===== src/rtl/coprocessor0_pkg.sv =====
// Coprocessor-0 register addresses, Status/Cause field layouts and reset
// constants shared by the CP0 register file and its timer.
package coprocessor_params;

    localparam logic [4:0] CP0_BADVADDR = 5'd8;
    localparam logic [4:0] CP0_COUNT    = 5'd9;
    localparam logic [4:0] CP0_COMPARE  = 5'd11;
    localparam logic [4:0] CP0_STATUS   = 5'd12;
    localparam logic [4:0] CP0_CAUSE    = 5'd13;
    localparam logic [4:0] CP0_EPC      = 5'd14;

    typedef struct packed {
        logic [8:0] zero_31_23;
        logic       bev;
        logic [5:0] zero_21_16;
        logic [7:0] im;
        logic [5:0] zero_7_2;
        logic       exl;
        logic       ie;
    } status_t;

    typedef struct packed {
        logic        bd;
        logic        ti;
        logic [13:0] zero_29_16;
        logic [7:0]  ip;
        logic        zero_7;
        logic [4:0]  exc_code;
        logic [1:0]  zero_1_0;
    } cause_t;

    localparam status_t STATUS_RESET = status_t'(32'h0040_0000);

endpackage


===== src/rtl/wb_stage_params.sv =====
// Writeback-stage shared types. The CP0 bus carries MTC0 writes and
// exception/ERET commit information from WB into coprocessor 0.
package wb_stage_params;

    typedef struct packed {
        logic [4:0]  address_register;
        logic [2:0]  address_select;
        logic        write_enabled;
        logic [31:0] write_data;
        logic        exception_valid;
        logic [31:0] exception_address;
        logic        eret_flush;
        logic        in_delay_slot;
        logic [4:0]  exception_code;
        logic        is_address_fault;
        logic [31:0] badvaddr_value;
    } wb_to_cp0_bus_t;

endpackage


===== src/rtl/coprocessor0_timer.sv =====
// Count/Compare timer: Count advances once per COUNT_DIVIDE clocks (1 or 2),
// TI latches one clock after Count == Compare and clears on Compare writes.
module cp0_timer #(
    parameter int COUNT_DIVIDE = 2
) (
    input  logic        clock,
    input  logic        reset,
    input  logic        i_count_write,
    input  logic        i_compare_write,
    input  logic        i_clear_timer_interrupt,
    input  logic [31:0] i_write_data,
    output logic [31:0] o_count,
    output logic [31:0] o_compare,
    output logic        o_timer_interrupt
);

    logic [31:0] r_count;
    logic [31:0] r_compare;
    logic        r_phase;
    logic        r_timer_interrupt;
    logic        w_tick;

    assign w_tick = (COUNT_DIVIDE == 1) ? 1'b1 : r_phase;

    always_ff @(posedge clock) begin
        if (reset) begin
            r_count           <= 32'd0;
            r_compare         <= 32'd0;
            r_phase           <= 1'b0;
            r_timer_interrupt <= 1'b0;
        end else begin
            // A software Count write restarts the divide phase so the new value holds COUNT_DIVIDE clocks.
            if (i_count_write) begin
                r_count <= i_write_data;
                r_phase <= 1'b0;
            end else begin
                if (w_tick) begin
                    r_count <= r_count + 32'd1;
                end
                r_phase <= (COUNT_DIVIDE == 2) ? ~r_phase : 1'b0;
            end

            if (i_compare_write) begin
                r_compare <= i_write_data;
            end

            if (i_clear_timer_interrupt) begin
                r_timer_interrupt <= 1'b0;
            end else if (r_count == r_compare) begin
                r_timer_interrupt <= 1'b1;
            end
        end
    end

    assign o_count           = r_count;
    assign o_compare         = r_compare;
    assign o_timer_interrupt = r_timer_interrupt;

endmodule


===== src/rtl/coprocessor0.sv =====
// Coprocessor-0 register file: MTC0 writes, exception/ERET commit, the
// Count/Compare timer and the interrupt-pending flag for the MIPS pipeline.
module coprocessor0
    import coprocessor_params::*;
#(
    parameter int COUNT_DIVIDE = 2
) (
    input  logic                           clock,
    input  logic                           reset,
    input  wb_stage_params::wb_to_cp0_bus_t wb_to_cp0_bus,
    input  logic [5:0]                     hardware_interrupt,
    output logic [31:0]                    cp0_read_data,
    output logic [31:0]                    cp0_epc,
    output logic                           cp0_status_exl,
    output logic                           cp0_interrupt_pending
);

    logic [31:0] r_badvaddr;
    logic [31:0] r_epc;
    logic [7:0]  r_status_im;
    logic        r_status_exl;
    logic        r_status_ie;
    logic        r_cause_bd;
    logic [4:0]  r_cause_exc_code;
    logic [5:0]  r_cause_ip_hw;
    logic [1:0]  r_cause_ip_sw;

    logic        w_mtc0;
    logic        w_write_count;
    logic        w_write_compare;
    logic        w_write_status;
    logic        w_write_cause;
    logic        w_write_epc;
    logic [31:0] w_count;
    logic [31:0] w_compare;
    logic        w_timer_interrupt;
    status_t     w_status;
    cause_t      w_cause;

    // Exception and ERET both outrank software writes, so an MTC0 in the same cycle is dropped.
    assign w_mtc0 = wb_to_cp0_bus.write_enabled && !wb_to_cp0_bus.exception_valid
                    && !wb_to_cp0_bus.eret_flush && (wb_to_cp0_bus.address_select == 3'd0);

    assign w_write_count   = w_mtc0 && (wb_to_cp0_bus.address_register == CP0_COUNT);
    assign w_write_compare = w_mtc0 && (wb_to_cp0_bus.address_register == CP0_COMPARE);
    assign w_write_status  = w_mtc0 && (wb_to_cp0_bus.address_register == CP0_STATUS);
    assign w_write_cause   = w_mtc0 && (wb_to_cp0_bus.address_register == CP0_CAUSE);
    assign w_write_epc     = w_mtc0 && (wb_to_cp0_bus.address_register == CP0_EPC);

    cp0_timer #(
        .COUNT_DIVIDE(COUNT_DIVIDE)
    ) u_timer (
        .clock                   (clock),
        .reset                   (reset),
        .i_count_write           (w_write_count),
        .i_compare_write         (w_write_compare),
        .i_clear_timer_interrupt (w_write_compare),
        .i_write_data            (wb_to_cp0_bus.write_data),
        .o_count                 (w_count),
        .o_compare               (w_compare),
        .o_timer_interrupt       (w_timer_interrupt)
    );

    always_ff @(posedge clock) begin
        if (reset) begin
            r_badvaddr       <= 32'd0;
            r_epc            <= 32'd0;
            r_status_im      <= STATUS_RESET.im;
            r_status_exl     <= STATUS_RESET.exl;
            r_status_ie      <= STATUS_RESET.ie;
            r_cause_bd       <= 1'b0;
            r_cause_exc_code <= 5'd0;
            r_cause_ip_hw    <= 6'd0;
            r_cause_ip_sw    <= 2'd0;
        end else begin
            r_cause_ip_hw <= {hardware_interrupt[5] | w_timer_interrupt, hardware_interrupt[4:0]};

            if (wb_to_cp0_bus.exception_valid) begin
                r_status_exl     <= 1'b1;
                r_cause_exc_code <= wb_to_cp0_bus.exception_code;
                // A nested exception keeps the original return point.
                if (!r_status_exl) begin
                    r_epc      <= wb_to_cp0_bus.in_delay_slot ? wb_to_cp0_bus.exception_address - 32'd4
                                                              : wb_to_cp0_bus.exception_address;
                    r_cause_bd <= wb_to_cp0_bus.in_delay_slot;
                end
                if (wb_to_cp0_bus.is_address_fault) begin
                    r_badvaddr <= wb_to_cp0_bus.badvaddr_value;
                end
            end else if (wb_to_cp0_bus.eret_flush) begin
                r_status_exl <= 1'b0;
            end

            if (w_write_status) begin
                r_status_im  <= wb_to_cp0_bus.write_data[15:8];
                r_status_exl <= wb_to_cp0_bus.write_data[1];
                r_status_ie  <= wb_to_cp0_bus.write_data[0];
            end
            if (w_write_cause) begin
                r_cause_ip_sw <= wb_to_cp0_bus.write_data[9:8];
            end
            if (w_write_epc) begin
                r_epc <= wb_to_cp0_bus.write_data;
            end
        end
    end

    always_comb begin
        w_status     = STATUS_RESET;
        w_status.im  = r_status_im;
        w_status.exl = r_status_exl;
        w_status.ie  = r_status_ie;

        w_cause          = '0;
        w_cause.bd       = r_cause_bd;
        w_cause.ti       = w_timer_interrupt;
        w_cause.ip       = {r_cause_ip_hw, r_cause_ip_sw};
        w_cause.exc_code = r_cause_exc_code;
    end

    always_comb begin
        cp0_read_data = 32'd0;
        if (wb_to_cp0_bus.address_select == 3'd0) begin
            case (wb_to_cp0_bus.address_register)
                CP0_BADVADDR: cp0_read_data = r_badvaddr;
                CP0_COUNT:    cp0_read_data = w_count;
                CP0_COMPARE:  cp0_read_data = w_compare;
                CP0_STATUS:   cp0_read_data = w_status;
                CP0_CAUSE:    cp0_read_data = w_cause;
                CP0_EPC:      cp0_read_data = r_epc;
                default:      cp0_read_data = 32'd0;
            endcase
        end
    end

    assign cp0_epc               = r_epc;
    assign cp0_status_exl        = r_status_exl;
    assign cp0_interrupt_pending = r_status_ie && !r_status_exl && |(w_cause.ip & r_status_im);

endmodule


===== config.mk =====
export PLATFORM = sky130hd
export DESIGN_NAME = coprocessor0
export DESIGN_NICKNAME = d
export VERILOG_FILES = /design/src/rtl/coprocessor0_pkg.sv /design/src/rtl/wb_stage_params.sv /design/src/rtl/coprocessor0_timer.sv /design/src/rtl/coprocessor0.sv
export SDC_FILE = /design/constraint.sdc
export NUM_CORES = 1
export LEC_CHECK = 0
export ABC_AREA = 0
export BUFFER_PORTS_ARGS = -buffer_cell sky130_fd_sc_hd__buf_2
export CAP_MARGIN = 20
export CORE_ASPECT_RATIO = 0.7
export CORE_MARGIN = 1.5
export CORE_UTILIZATION = 40
export CTS_CLUSTER_SIZE = 20
export DETAILED_ROUTE_END_ITERATION = 10
export SYNTH_ARGS = -nofsm -noshare
export SYNTH_HDL_FRONTEND = slang
export SYNTH_HIERARCHICAL = 1
export SYNTH_SLANG_ARGS = --single-unit

===== constraint.sdc =====
create_clock -name clock -period 3.4 [get_ports clock]
set_input_delay 0 -clock clock [delete_from_list [all_inputs] [get_ports clock]]
set_output_delay 0 -clock clock [all_outputs]
set_load 0.05 [all_outputs]

==> qor_table.md, run 1 <==
| Result | Reported |
|---|---|
| Proportion of register bits with asynchronous set or reset after synthesis | 0% |
| Clock Tree Root | clkbuf_16 |
| Die Ht | 122 um |
| Final setup vio count | 0 |
| Detail-routed via count per cell | 5.77 |
| Die width | 173 um |
| Maximum clock path buffer count | 2 |
| Worst-skew pair later-pin latency | 0.43 ns |
| Count of routing violations after the opening detailed-route iteration | 1127 |
| CTS tree | yes |
| Xor/xnor share of the synthesized area | 9.21% |
| Number of search-and-repair iterations in the first detailed-routing pass | 5 |
| TritonCTS sink count | 154 |
| Final Hold Fails | 1 |
| Arrival @ worst endpoint | 3.45 ns |
| Worst Hold Path Cells | 4 |
| Final total negative setup slack | 0 ns |
| Number of routed nets with antenna violations | 0 |
| Worst Hold Margin | -0.00540 ns |
| Sequential element share of the synthesized area | 38.1% |
| Number of global-route vias before repair | 8003 |
| Worst setup EP type | flip-flop |
| Count of H-tree levels built during CTS | 4 |
| Number of warning messages in the yosys log | 6 |
| Half-perimeter wire length after placement | 23.4 mm |
| Synthesized netlist net count | 1129 |
| Post-synth EDFFs | 0 |
| Most numerous cell in the Yosys netlist | dfxtp_1 |
| Total number of placement rows | 43 |
| Worst R2R End | cp0_epc[25] |
| Worst setup endpoint | cp0_epc[26] |
| Crit path required time | 3.72 ns |
| Worst setup path startpoint | wb_to_cp0_bus[54] |
| Number of different library cells in the post-synthesis netlist | 52 |
| Post-synthesis cell count | 1005 |
| Count of filler cells inserted in the layout | 1897 |
| IO Count | 188 |
| Layout cells sized above 1 | 20.1% |
| Adder-cell share of the synthesized area | 0.309% |
| Synth Area in Compound Gates | 20.5% |
| Actual slew at the worst max-slew pin | 1.02 ns |
| Wire length of the first global-routing pass | 48.3 mm |
| Reg2reg start | cp0_status_exl |
| Number of cells upsized or downsized after cts | 0 |
| Largest net degree at the start of global routing | 73 |
| Count of nets after finishing | 1381 |
| Syn Area/Cell | 8.05 sq um |
| Inserted Clock Buffers | 17 |
| Power density relative to cell area | 400 nW/um^2 |
| Remaining design rule violation count | 0 |
| Dominant combinational cell family by area after synthesis | simple AND/OR/NAND/NOR gates |
| Most area-hungry cell type in the Yosys netlist | dfxtp_1 |
| Total Wirelength | 32.2 mm |
| Initial antenna violation count | 0 |
| Status | complete, but fails checks |
| Setup repair after global routing missed its margin | no |
| Core area | 19800 sq um |
| Initial cell density of the core | 40.8% |
| Syn Std Cell Area | 8090 sq um |
| Area occupied by multi-input gates | 4690 sq um |
| Area fraction of the dominant cell type after synthesis | 38.1% |
| Final count of pins violating max slew | 0 |
| Kind of path behind the tightest hold check | in -> reg |
| Top flip-flop cell by instance count after synthesis | dfxtp_1 |
| Post-Synth Simple-Gate Area | 22.6% |
| Leading post-synthesis cells by cell area | dfxtp_1 (38%), a22oi_1 (7.7%), xnor2_1 (7.1%) |
| Area of the die | 21100 sq um |
| Count of placed standard cells in the final layout, fillers left out | 1539 |
| Highest clock frequency the design can meet | 320 MHz |
| Maximum fanout encountered on the critical timing path | 10 |
| Relative slew slack | 32.0% |
| Area growth, synth to finish | 34.7% |
| Reg-to-reg slack, setup | 1.08 ns |
| Path depth of the worst reg2reg path | 5 |
| Final cycle utilization of the critical path | 92.0% |
| Clock Skew | 0.00904 ns |
| RePlAce Congestion | 0.935 |
| Cells after DPL | 1401 |
| Hold buffer count at CTS | 105 |
| Nature of the critical path startpoint | input pin |
| Worst ir drop on vdd | 0.362 mV |
| Synthesis-stage register bit count | 154 |
| Total setup buffers inserted after CTS | 0 |
| Count of max-cap constraint violations | 0 |
| Global routing usage summed across all routing layers | 30.3% |
| Final min period | 3.13 ns |
| Fin util | 55.0% |
| Violations in the final reports | negative hold slack |
| Mux contribution to synthesized area | 5.08% |
| Clock-pin slew of the registers on the worst-case setup and hold paths | 0.06 ns |
| Critical path class | in -> reg |
| Sequential cell area | 3080 sq um |
| Tot Pwr | 4360 uW |
| Wire per inst | 20.9 um |
| Global route total overflow | 0 |
| Post-synth top cells | dfxtp_1 (154), nand2_1 (131), a21oi_1 (98) |
| Total number of vias | 8879 |
| Quantity of I/O buffers inserted on ports | 187 |
| Leakage power of the design | 0.00402 uW |
[critical path, cell delays in order]
cell           delay, ns
dlygate4sd3_1       0.53
buf_2               0.14
nor4_1              0.44
nand4_1             0.48
nor4_1              0.46
xnor2_1             0.16
dlygate4sd3_1       0.56
o22ai_1             0.07
dlygate4sd3_1       0.59
[layout make-up]
| type | count | share of cell area (%) |
|---|---|---|
| antenna | 1 | 0.0230 |
| sequential | 154 | 28.3 |
| clock inverter | 12 | 1.16 |
| tap | 270 | 3.10 |
| inverter | 8 | 0.276 |
| timing repair buffer | 313 | 20.0 |
| clock buffer | 18 | 4.03 |
| multi-input combinational | 763 | 43.1 |
[stage by stage]
step                      setup WS, ns  instance area, sq um
after CTS                        0.316                 10900
after global routing            0.0105                 10900
after floorplan                   1.26                  8090
after global placement            1.15                  9240
after detailed placement          1.08                  9240
final                            0.274                 10900
[kinds of logic (layout without fill, tap and decap cells)]
family | after synthesis | count (layout)
flops | 154 | 154
buf+inv | 88 | 351
xor+xnor | 85 | 85
simple gates | 377 | 377
compound gates | 258 | 258
mux | 41 | 41
fa+ha+maj | 2 | 2
other cells | 0 | 1
[per-layer routing]
layer | GRT usage, % | wire, um | vias up | share of wire, %
li1 | - | - | 4145 | -
met1 | 45.9 | 15100 | 4206 | 47
met2 | 40.2 | 12800 | 487 | 40
met3 | 9.27 | 3810 | 41 | 12
met4 | 9.02 | 578 | 0 | 1.8
met5 | 0 | 0 | - | 0
[state kept, by name, summed over array words and instances (netlist names), 2 cells and up]
signal	count
cp0_epc	32
r_badvaddr	32
u_timer/o_compare	32
u_timer/o_count	32
r_status_im	8
r_cause_ip_hw	6
r_cause_exc_code	5
r_cause_ip_sw	2
[how the worst min path moves through the flow]
stage | slack (ns) | to | startpoint
6_report | -0.005 | r_status_im[6] | wb_to_cp0_bus[110]
5_1_grt | 0.02 | r_status_ie | wb_to_cp0_bus[110]
4_1_cts | 0.008 | cp0_epc[22] | wb_to_cp0_bus[62]
3_5_place_dp | 0.22 | r_cause_ip_hw[4] | hardware_interrupt[4]
3_3_place_gp | 0.21 | r_cause_ip_hw[2] | hardware_interrupt[2]
2_1_floorplan | 0.12 | r_cause_ip_hw[5] | hardware_interrupt[5]
[cell usage in the layout (no fill, tap or decap), drive strengths merged, types with 9 or more instances in the layout]
master and instances:
buf 208, dfxtp 154, nand2 131, dlygate4sd3 105, a21oi 98, nor2 87, a22oi 83, xnor2 66
mux2i 41, nand3 34, nand4 31, a31oi 20, nor3 20, xor2 19, nor4 19, clkbuf 18
a211oi 17, and3 14, o22ai 11, inv 9
[power breakdown]
group | total (uW) | switching [uW] | internal [uW]
Sequential | 1920 | 58.0 | 1860
Combinational | 572 | 342 | 230
Clock | 1870 | 780 | 1090
Total | 4360 | 1180 | 3180
Note: power is estimated with default switching activity, not from simulation.
==> inputs of run 2 (changes only) <==
--- a/config.mk
+++ b/config.mk
@@ -13,6 +13,7 @@
 export CORE_UTILIZATION = 40
 export CTS_CLUSTER_SIZE = 20
 export DETAILED_ROUTE_END_ITERATION = 10
+export RECOVER_POWER = 25
 export SYNTH_ARGS = -nofsm -noshare
 export SYNTH_HDL_FRONTEND = slang
 export SYNTH_HIERARCHICAL = 1
==> run 2 against run 1 <==
The flow finishes with violations (max-capacitance violations, max-slew violations); combinational power down 1%; clock power about the same; core utilization shrank 0.23 points.
==> qor_table.md, run 2 (synthesis gave the netlist of run 1 again) <==
| Result | Reported | Delta |
|---|---|---|
| Final Hold Fails | 0 | -1 |
| Total number of placement rows | 43 | unchanged |
| Reg2reg start | cp0_status_exl |  |
| Count of H-tree levels built during CTS | 4 | unchanged |
| Most frequent standard cell in the layout excluding fill and tap cells | buf_2 |  |
| Number of search-and-repair iterations in the first detailed-routing pass | 6 | +1 |
| Number of global-route vias before repair | 8003 | unchanged |
| Final total negative setup slack | 0 ns | unchanged |
| Final count of pins violating max slew | 73 | +73 |
| Initial antenna violation count | 0 | unchanged |
| Count of routing violations after the opening detailed-route iteration | 1159 | +2.8% |
| Inserted Clock Buffers | 17 | unchanged |
| Clock Tree Root | clkbuf_16 |  |
| Hold buffer count at CTS | 105 | unchanged |
| Maximum fanout encountered on the critical timing path | 10 | unchanged |
| Core area | 19800 sq um | unchanged |
| Maximum clock path buffer count | 2 | unchanged |
| Crit-path slowest cell | dlygate4sd3_1 |  |
| Violations in the final reports | max-capacitance violations, max-slew violations |  |
| Setup repair after global routing missed its margin | no |  |
| TritonCTS sink count | 154 | unchanged |
| Global routing usage summed across all routing layers | 30.3% | unchanged |
| Crit path required time | 3.72 ns | about the same |
| Arrival @ worst endpoint | 3.47 ns | +0.02 ns |
| Most frequent cells in the layout | buf_2 (162), dfxtp_1 (154), nand2_1 (131), dlygate4sd3_1 (105), a21oi_1 (98) |  |
| Die Ht | 122 um | unchanged |
| RePlAce Congestion | 0.935 | unchanged |
| Slowest stage delay, CP | 0.60 ns | about the same |
| Half-perimeter wire length after placement | 23.4 mm | unchanged |
| Total number of vias | 8928 | +0.55% |
| Relative slew slack | -6.24% | -38 points |
| Final setup vio count | 0 | unchanged |
| Tot Pwr | 4350 uW | -0.18% |
| Detail-routed via count per cell | 5.80 | +0.55% |
| Worst-path cell chain | dlygate4sd3_1 > buf_2 > nor4_1 > nand4_1 > nor4_1 > xnor2_1 > dlygate4sd3_1 > o22ai_1 > dlygate4sd3_1 |  |
| Power density relative to cell area | 401 nW/um^2 | +0.23% |
| Worst ir drop on vdd | 0.361 mV | about the same |
| Worst-skew pair later-pin latency | 0.43 ns | about the same |
| Actual slew at the worst max-slew pin | 1.59 ns | +0.574 ns |
| Count of nets after finishing | 1381 | unchanged |
| Highest clock frequency the design can meet | 318 MHz | -0.65% |
| Remaining design rule violation count | 0 | unchanged |
| Die width | 173 um | unchanged |
| Clock Skew | 0.00641 ns | -0.00263 ns |
| Initial cell density of the core | 40.8% | unchanged |
| Quantity of I/O buffers inserted on ports | 187 | unchanged |
| CTS tree | yes |  |
| Hold path startpoint | wb_to_cp0_bus[110] |  |
| Global route total overflow | 0 | unchanged |
| Total Wirelength | 32.3 mm | +0.13% |
| Nature of the critical path startpoint | input pin |  |
| Final cycle utilization of the critical path | 92.6% | +0.60 points |
| Count of max-cap constraint violations | 1 | +1 |
| Total setup buffers inserted after CTS | 0 | unchanged |
| IO Count | 188 | unchanged |
| Kind of path behind the tightest hold check | in -> reg |  |
| Area of the die | 21100 sq um | unchanged |
| Largest net degree at the start of global routing | 73 | unchanged |
| Dominant cell type by count on the critical path | dlygate4sd3_1 |  |
| Layout cells sized above 1 | 18.2% | -1.9 points |
| Number of cells upsized or downsized after cts | 0 | unchanged |
| Worst setup path startpoint | wb_to_cp0_bus[54] |  |
| Count of buffer and inverter cells on the critical path | 4 | unchanged |
| Area growth, synth to finish | 34.1% |  |
| CP delay by family, top | buffers and inverters |  |
| Clock-pin slew of the registers on the worst-case setup and hold paths | 0.06 ns | about the same |
| Final min period | 3.15 ns | +0.0204 ns |
| Critical path class | in -> reg |  |
| Wire length of the first global-routing pass | 48.3 mm | unchanged |
| Number of routed nets with antenna violations | 0 | unchanged |
| Wire per inst | 21.0 um | +0.13% |
| Worst setup EP type | flip-flop |  |
| Status | complete, but fails checks |  |
| Leakage power of the design | 0.00392 uW | -2.5% |
-- run 2: power breakdown --
| part | total, uW | internal, uW | switching (uW) |
|---|---|---|---|
| clock network | 1860 | 1090 | 777 |
| logic | 566 | 224 | 342 |
| registers | 1920 | 1860 | 59.3 |
| total | 4350 | 3170 | 1180 |
-- run 2: cell type report --
type | count | area [sq um]
inverters | 8 | 30.0
diodes | 1 | 2.50
fillers | 1909 | 8950
repair buffers | 313 | 2140
multi-input cells | 763 | 4690
clock buffers | 18 | 439
well taps | 270 | 338
flip-flops and latches | 154 | 3080
clock inverters | 12 | 126
-- run 2: path summary, 6_finish.rpt --
| path | endpoint | slack (ns) | cells past startpoint |
|---|---|---|---|
| worst max-delay path | cp0_epc[26] | 0.25 | 9 |
| worst min-delay path | r_status_im[6] | 0.005 | 4 |
| worst max register to register | cp0_epc[25] | 1.09 | 5 |
| worst min register to register | r_badvaddr[28] | 0.46 | 2 |
-- run 2: per-stage QoR --
stage          cells  setup WS, ns  hold WS (ns)  utilization, %  instance area (sq um)
5_1_grt         1538        0.0114        0.0199            54.8                  10800
3_5_place_dp    1401          1.08         0.216            46.6                   9240
6_report        1539         0.253       0.00496            54.8                  10800
4_1_cts         1536         0.316       0.00777            54.8                  10900
3_3_place_gp    1401          1.15         0.212            46.6                   9240
2_1_floorplan   1005          1.26         0.116               -                   8090
-- run 2: routing by layer --
| metal | vias to the layer above | wire length, um | global-route usage, % |
|---|---|---|---|
| met5 | - | 0 | 0 |
| met4 | 0 | 585 | 9.02 |
| met3 | 44 | 3680 | 9.27 |
| met2 | 505 | 12800 | 40.2 |
| met1 | 4231 | 15200 | 45.9 |
| li1 | 4148 | - | - |
-- run 2: worst reg2reg max path, delay by kind of cell, from the launching register on --
family                 cells  cell delay, ns
DFF                        1            0.39
AOI/OAI and AO/OA          2            0.25
and+or+nand+nor            2            0.99
buffers and inverters      1            0.58
